## src/rtl/dmem_port_arbiter_if.sv

```systemverilog
// Bus bundle for the data-memory port arbiter: core and debug
// requester ports plus the single-port memory side.
interface dmem_port_arbiter_if #(
    parameter int ADDR_W = 32,
    parameter int DATA_W = 32
);
    logic              core_req;
    logic              core_we;
    logic [ADDR_W-1:0] core_addr;
    logic [DATA_W-1:0] core_wdata;
    logic              core_gnt;
    logic              core_rvalid;
    logic [DATA_W-1:0] core_rdata;

    logic              dbg_req;
    logic              dbg_we;
    logic [ADDR_W-1:0] dbg_addr;
    logic [DATA_W-1:0] dbg_wdata;
    logic              dbg_gnt;
    logic              dbg_rvalid;
    logic [DATA_W-1:0] dbg_rdata;

    logic              mem_en;
    logic              mem_we;
    logic [ADDR_W-1:0] mem_addr;
    logic [DATA_W-1:0] mem_wdata;
    logic [DATA_W-1:0] mem_rdata;

    modport slave (
        input  core_req,
        input  core_we,
        input  core_addr,
        input  core_wdata,
        output core_gnt,
        output core_rvalid,
        output core_rdata,
        input  dbg_req,
        input  dbg_we,
        input  dbg_addr,
        input  dbg_wdata,
        output dbg_gnt,
        output dbg_rvalid,
        output dbg_rdata,
        output mem_en,
        output mem_we,
        output mem_addr,
        output mem_wdata,
        input  mem_rdata
    );

    modport master (
        output core_req,
        output core_we,
        output core_addr,
        output core_wdata,
        input  core_gnt,
        input  core_rvalid,
        input  core_rdata,
        output dbg_req,
        output dbg_we,
        output dbg_addr,
        output dbg_wdata,
        input  dbg_gnt,
        input  dbg_rvalid,
        input  dbg_rdata,
        input  mem_en,
        input  mem_we,
        input  mem_addr,
        input  mem_wdata,
        output mem_rdata
    );
endinterface

```

## src/rtl/dmem_port_arbiter.sv

```systemverilog
// Two-port arbiter for the single-port data memory: core has priority,
// debug is guaranteed a grant after MAX_WAIT lost cycles.
module dmem_port_arbiter #(
    parameter int ADDR_W   = 32,
    parameter int DATA_W   = 32,
    parameter int MAX_WAIT = 4
) (
    input logic                clk,
    input logic                rst,
    dmem_port_arbiter_if.slave bus
);
    // Width must stay >= 1 even when MAX_WAIT is 0.
    localparam int WCW = (MAX_WAIT < 1) ? 1 : $clog2(MAX_WAIT + 1);
    localparam logic [WCW-1:0] WMAX = WCW'(MAX_WAIT);

    typedef enum logic [1:0] {
        NONE = 2'd0,
        CORE = 2'd1,
        DBG  = 2'd2
    } owner_t;

    owner_t            rsp_owner;
    owner_t            rsp_next;
    logic [WCW-1:0]    wait_cnt;
    logic [WCW-1:0]    wait_next;
    logic              wait_hit;
    logic              core_sel;
    logic              dbg_sel;
    logic              sel_we;
    logic [ADDR_W-1:0] sel_addr;
    logic [DATA_W-1:0] sel_wdata;

    assign wait_hit = (wait_cnt == WMAX);

    // Reset gates selection so nothing reaches memory while rst is low.
    always_comb begin
        dbg_sel  = rst & bus.dbg_req & (~bus.core_req | wait_hit);
        core_sel = rst & bus.core_req & ~dbg_sel;
    end

    always_comb begin
        sel_we    = 1'b0;
        sel_addr  = '0;
        sel_wdata = '0;
        unique case (1'b1)
            dbg_sel: begin
                sel_we    = bus.dbg_we;
                sel_addr  = bus.dbg_addr;
                sel_wdata = bus.dbg_wdata;
            end
            core_sel: begin
                sel_we    = bus.core_we;
                sel_addr  = bus.core_addr;
                sel_wdata = bus.core_wdata;
            end
            default: begin
                sel_we    = 1'b0;
                sel_addr  = '0;
                sel_wdata = '0;
            end
        endcase
    end

    assign bus.core_gnt  = core_sel;
    assign bus.dbg_gnt   = dbg_sel;
    assign bus.mem_en    = core_sel | dbg_sel;
    assign bus.mem_we    = sel_we;
    assign bus.mem_addr  = sel_addr;
    assign bus.mem_wdata = sel_wdata;

    always_comb begin
        wait_next = '0;
        if (bus.dbg_req && !dbg_sel) begin
            wait_next = wait_hit ? wait_cnt : wait_cnt + 1'b1;
        end
    end

    always_ff @(posedge clk) begin
        if (!rst) begin
            wait_cnt  <= '0;
            rsp_owner <= NONE;
        end else begin
            wait_cnt  <= wait_next;
            rsp_owner <= rsp_next;
        end
    end

    // Only reads need a return path; writes and idle cycles own nothing.
    always_comb begin
        rsp_next        = NONE;
        bus.core_rvalid = 1'b0;
        bus.core_rdata  = '0;
        bus.dbg_rvalid  = 1'b0;
        bus.dbg_rdata   = '0;

        unique case (1'b1)
            dbg_sel && !bus.dbg_we:   rsp_next = DBG;
            core_sel && !bus.core_we: rsp_next = CORE;
            default:                  rsp_next = NONE;
        endcase

        if (rst) begin
            unique case (rsp_owner)
                CORE: begin
                    bus.core_rvalid = 1'b1;
                    bus.core_rdata  = bus.mem_rdata;
                end
                DBG: begin
                    bus.dbg_rvalid = 1'b1;
                    bus.dbg_rdata  = bus.mem_rdata;
                end
                default: begin
                    bus.core_rvalid = 1'b0;
                    bus.dbg_rvalid  = 1'b0;
                end
            endcase
        end
    end

    a_gnt_onehot: assert property (
        @(posedge clk) !(bus.core_gnt && bus.dbg_gnt));
    a_core_gnt_req: assert property (
        @(posedge clk) bus.core_gnt |-> bus.core_req);
    a_dbg_gnt_req: assert property (
        @(posedge clk) bus.dbg_gnt |-> bus.dbg_req);
    a_rvalid_onehot: assert property (
        @(posedge clk) !(bus.core_rvalid && bus.dbg_rvalid));
    a_wait_bound: assert property (
        @(posedge clk) wait_cnt <= WMAX);
endmodule

```

## src/flat_wrapper.sv

```systemverilog
// flat-port wrapper written by rule: the top's interface ports become plain ports
module dmem_port_arbiter_flat 
#(
    parameter int ADDR_W   = 32,
    parameter int DATA_W   = 32,
    parameter int MAX_WAIT = 4
)
  (clk, rst, bus_core_req, bus_core_we, bus_core_addr, bus_core_wdata, bus_core_gnt, bus_core_rvalid, bus_core_rdata, bus_dbg_req, bus_dbg_we, bus_dbg_addr, bus_dbg_wdata, bus_dbg_gnt, bus_dbg_rvalid, bus_dbg_rdata, bus_mem_en, bus_mem_we, bus_mem_addr, bus_mem_wdata, bus_mem_rdata);
  dmem_port_arbiter_if #(.ADDR_W(ADDR_W), .DATA_W(DATA_W)) bus_i ();
  input logic clk;
  input logic rst;
  input wire logic [$bits(bus_i.core_req)-1:0] bus_core_req;
  input wire logic [$bits(bus_i.core_we)-1:0] bus_core_we;
  input wire logic [$bits(bus_i.core_addr)-1:0] bus_core_addr;
  input wire logic [$bits(bus_i.core_wdata)-1:0] bus_core_wdata;
  output wire logic [$bits(bus_i.core_gnt)-1:0] bus_core_gnt;
  output wire logic [$bits(bus_i.core_rvalid)-1:0] bus_core_rvalid;
  output wire logic [$bits(bus_i.core_rdata)-1:0] bus_core_rdata;
  input wire logic [$bits(bus_i.dbg_req)-1:0] bus_dbg_req;
  input wire logic [$bits(bus_i.dbg_we)-1:0] bus_dbg_we;
  input wire logic [$bits(bus_i.dbg_addr)-1:0] bus_dbg_addr;
  input wire logic [$bits(bus_i.dbg_wdata)-1:0] bus_dbg_wdata;
  output wire logic [$bits(bus_i.dbg_gnt)-1:0] bus_dbg_gnt;
  output wire logic [$bits(bus_i.dbg_rvalid)-1:0] bus_dbg_rvalid;
  output wire logic [$bits(bus_i.dbg_rdata)-1:0] bus_dbg_rdata;
  output wire logic [$bits(bus_i.mem_en)-1:0] bus_mem_en;
  output wire logic [$bits(bus_i.mem_we)-1:0] bus_mem_we;
  output wire logic [$bits(bus_i.mem_addr)-1:0] bus_mem_addr;
  output wire logic [$bits(bus_i.mem_wdata)-1:0] bus_mem_wdata;
  input wire logic [$bits(bus_i.mem_rdata)-1:0] bus_mem_rdata;
  assign bus_i.core_req = bus_core_req;
  assign bus_i.core_we = bus_core_we;
  assign bus_i.core_addr = bus_core_addr;
  assign bus_i.core_wdata = bus_core_wdata;
  assign bus_core_gnt = bus_i.core_gnt;
  assign bus_core_rvalid = bus_i.core_rvalid;
  assign bus_core_rdata = bus_i.core_rdata;
  assign bus_i.dbg_req = bus_dbg_req;
  assign bus_i.dbg_we = bus_dbg_we;
  assign bus_i.dbg_addr = bus_dbg_addr;
  assign bus_i.dbg_wdata = bus_dbg_wdata;
  assign bus_dbg_gnt = bus_i.dbg_gnt;
  assign bus_dbg_rvalid = bus_i.dbg_rvalid;
  assign bus_dbg_rdata = bus_i.dbg_rdata;
  assign bus_mem_en = bus_i.mem_en;
  assign bus_mem_we = bus_i.mem_we;
  assign bus_mem_addr = bus_i.mem_addr;
  assign bus_mem_wdata = bus_i.mem_wdata;
  assign bus_i.mem_rdata = bus_mem_rdata;
  dmem_port_arbiter #(.ADDR_W(ADDR_W), .DATA_W(DATA_W), .MAX_WAIT(MAX_WAIT)) u_core (.clk(clk), .rst(rst), .bus(bus_i));
endmodule
```

## config.mk

```make
export PLATFORM = sky130hd
export DESIGN_NAME = dmem_port_arbiter_flat
export DESIGN_NICKNAME = d
export VERILOG_FILES = /design/src/rtl/dmem_port_arbiter_if.sv /design/src/rtl/dmem_port_arbiter.sv /design/src/flat_wrapper.sv
export SDC_FILE = /design/constraint.sdc
export NUM_CORES = 1
export LEC_CHECK = 0
export CAP_MARGIN = 20
export CORE_AREA = 2 2 117 119
export CTS_CLUSTER_DIAMETER = 60
export DETAILED_ROUTE_END_ITERATION = 7
export DIE_AREA = 0 0 119 121
export HOLD_SLACK_MARGIN = 0.06
export PLACE_DENSITY = 0.58
export SLEW_MARGIN = 20
export SYNTH_ARGS = -nofsm -noshare
export SYNTH_HDL_FRONTEND = slang
export SYNTH_SLANG_ARGS = --single-unit
```

## constraint.sdc

```tcl
create_clock -name clk -period 2 [get_ports clk]
set_clock_uncertainty 0.15 [all_clocks]
set_input_delay 0.5 -clock clk [delete_from_list [all_inputs] [get_ports clk]]
set_output_delay 0.5 -clock clk [all_outputs]
set_load 0.01 [all_outputs]
```

==> metrics.md <==
| Metric | Value |
|---|---|
| Post-DR vias/cell | `around 4.2` |
| Fin. max-slew vios | `0` |
| Initial antenna violation count | `0` |
| Sink Count | `5` |
| Post-DP HPWL | `between 8000 and 9000 µm` |
| Post-route DRC | `0` |
| Worst Hold Margin | `between 0.3 and 0.4 ns` |
| Required time of the worst setup path | `1.35 ns` |
| Skew-Pair Late Insertion Delay | `0.23 ns` |
| HP Class | `reg -> reg` |
| # nets final | `around 700` |
| Setup violators final | `approximately 130` |
| Pre-Repair DR Iteration Count | `4` |
| Clk slew on worst S/H paths | `about 0.03 ns` |
| Syn Area/Cell | `7.81 µm²` |
| Hold path endpoint | `u_core.wait_cnt[0]` |
| Design area | `0.00563 mm²` |
| Mapped Cells | `175` |
| I/O pins | `300` |
| R2r endpoint | `u_core.rsp_owner[0]` |
| Mapped cell area | `around 0.0014 mm²` |
| Vias in the first global route | `approximately 3,100` |
| PD cells | `between 200 and 250 mW/mm²` |
| Clk pwr share | `24.1%` |
| Switch Pwr | `about 0.38 mW` |
| Routed wire per std cell | `roughly 19 µm` |
| Area delta synth->final | `312%` |
| Pint | `roughly 1 mW` |
| Critical path fanouts, max | `5` |
| Run status | `finished, violations left` |
| FP Rows | `42` |
| Worst Slack Setup Final | `-0.326 ns` |
| Worst r2r path cells | `9` |
| Fmax | `roughly 430 MHz` |
| WP data arrival | `about 1.7 ns` |
| Seq pwr share | `under 10%` |
| Syn_nets | `about 340` |
| Async SR Flop Fraction | `0%` |
| Initial DRC Count | `47` |
| Pleak | `2.60 nW` |
| H-Tree Depth | `1` |
| Combinational share of power | `roughly two thirds` |
| Pwr Total | `approximately 1.4 mW` |
| Yosys reg bits | `5` |
| Initial Utilization | `roughly a tenth` |
| Hold Fails Final Rpt | `0` |
| Least-Margin Pin Slew | `approximately 0.24 ns` |
| Netlist cell types | `21` |
| Startpoint types | `flip-flop` |
| Worst setup startpoint | `u_core.wait_cnt[0]` |
| Main synth FF type | `dfxtp_1` |
| Ant diodes | `0` |
| Global-route wire length before repair | `18,600 µm` |
| Final period util | `116%` |
| Grt ovf | `0` |
| Crit Path Category | `reg -> out` |
| Sequential area share after synthesis | `under 10%` |
| CTS tree | `built` |
| Largest vdd supply drop | `between 0.15 and 0.2 mV` |
| EDFF count, synth | `0` |
| DIE WIDTH | `between 100 and 150 µm` |
| Clock Path Buffers | `2` |
| Count of input and output buffers | `approximately 300` |
| CORE AREA | `0.0131 mm²` |
| Sw Ratio | `between 20% and 30%` |
| Gpl congestion | `about 0.85` |
| Reg-to-reg startpoint | `u_core.wait_cnt[0]` |
| CTS Buf Count | `3` |
| Setup crit end kind | `output port` |
| Die H | `roughly 120 µm` |
| Vias | `2,890` |
| Hold buffer count at CTS | `0` |
| Rel. slew slack | `between 80% and 90%` |
| Overall routing resource usage | `between 10% and 20%` |
| Max Cap Viol | `0` |
| Placed Instance Area | `0.00460 mm²` |
| Layout cell share with drive strength beyond 1 | `~54%` |
| Clk root buf | `clkbuf_16` |
| Post-route ant nets | `0` |
| Hold Startpoint | `u_core.wait_cnt[0]` |
| Synthesis Warnings | `0` |
| Failing checks | `negative setup slack` |
| RSZ-0062 raised after global routing | `yes` |
| Hold depth | `2` |
| Final min period | `approximately 2.3 ns` |
| Routed wire length | `between 10,000 and 15,000 µm` |
| Worst reg-to-reg setup slack | `0.27 ns` |
| Largest net degree at the start of global routing | `17` |
| Die ar. | `0.0144 mm²` |
==> metal layers <==
metal | track usage [%] | up-vias | share of wire [%]
li1 | - | 1346 | -
met1 | 17.1 | 1349 | 35
met2 | 36.4 | 186 | 56
met3 | 4.28 | 9 | 8.3
met4 | 2.46 | 0 | 0.91
met5 | 0 | - | 0
==> worst max-delay path, cell delays in order, from the launching register on <==
cell and delay (ns):
dfxtp_2 0.31, inv_2 0.07, ha_4 0.17, a31oi_4 0.10, buf_8 0.16, buf_12 0.12, buf_16 0.12, a22o_1 0.24
buf_2 0.15
==> synth_stat cells, types with 2 or more instances <==
library cell,n,share of area [%]
buf_6,7,5.8
clkbuf_1,4,1.1
a22o_1,65,42
and3_1,2,0.91
inv_1,2,0.55
buf_2,7,2.6
buf_4,2,1.1
ha_1,2,1.8
dfxtp_1,5,7.3
nor2_1,2,0.55
nand2_1,3,0.82
and2_1,65,30
==> flip-flops by register name (all words and copies together), names as in the netlist <==
| register | count |
|---|---|
| u_core.rsp_owner | 2 |
| u_core.wait_cnt | 3 |
==> metrics by stage <==
step | cells | utilization (%) | setup WS, ns | TNS [ns]
after floorplan | 175 | - | 0.00137 | 0
after global placement | 643 | 35.2 | -1.10 | -125.84
after detailed placement | 643 | 35.2 | -1.10 | -127.07
after CTS | 697 | 41.9 | -0.386 | -31.45
after global routing | 696 | 43.0 | -0.398 | -31.31
final | 696 | 43.0 | -0.326 | -26.17
==> worst max path at each step <==
stage / end / slack, ns / cells past startpoint
2_1_floorplan: bus_mem_addr[10] / 0.001 / 7
3_3_place_gp: bus_mem_addr[6] / -1.10 / 6
3_5_place_dp: bus_mem_addr[9] / -1.10 / 6
4_1_cts: bus_mem_addr[4] / -0.39 / 7
5_1_grt: bus_mem_addr[4] / -0.40 / 8
6_report: bus_mem_addr[4] / -0.33 / 8
==> kinds of logic after synthesis <==
family | count (synthesis) | share of synthesized area [%]
buffers and inverters | 22 | 11.1
flip-flops | 5 | 7.32
multiplexers | 1 | 0.732
AO/OA/AOI/OAI | 68 | 44.6
adder cells (fa/ha/maj) | 2 | 1.83
AND/OR/NAND/NOR | 77 | 34.5
==> repair_timing <==
action,in CTS,in global routing
gates resized for setup,689,64
gates cloned,22,1
setup buffers,30,5
setup endpoints to repair,134,134
pin swaps,78,19
==> cell type report <==
type / instances / area (µm²)
clock buffers: 3 / 75.1
clock inverters: 1 / 5.00
fillers: 1289 / 7460
inverters: 2 / 7.51
multi-input cells: 148 / 1350
flip-flops and latches: 5 / 103
well taps: 176 / 220
repair buffers: 361 / 3870
==> power by group through the flow <==
stage	combinational [mW]	clock (mW)	sequential (mW)
floorplan	0.207	0	0.105
global placement	0.776	0	0.105
detailed placement	0.783	0	0.105
CTS	0.924	0.338	0.105
global route	0.982	0.351	0.105
finish	0.932	0.330	0.105
==> cell usage in the layout, fill, tap and decap left out, types with 2 or more instances in the layout <==
| master | count |
|---|---|
| buf_4 | 16 |
| inv_2 | 2 |
| clkdlybuf4s50_1 | 162 |
| buf_6 | 92 |
| buf_12 | 13 |
| dfxtp_1 | 3 |
| a22o_1 | 62 |
| and3_1 | 2 |
| a22o_4 | 3 |
| buf_2 | 55 |
| nand2_2 | 2 |
| dfxtp_2 | 2 |
| nor2_4 | 2 |
| clkbuf_16 | 4 |
| buf_8 | 3 |
| buf_16 | 17 |
| and2_1 | 2 |
| and2_4 | 63 |
Note: power is estimated with default switching activity, not from simulation.
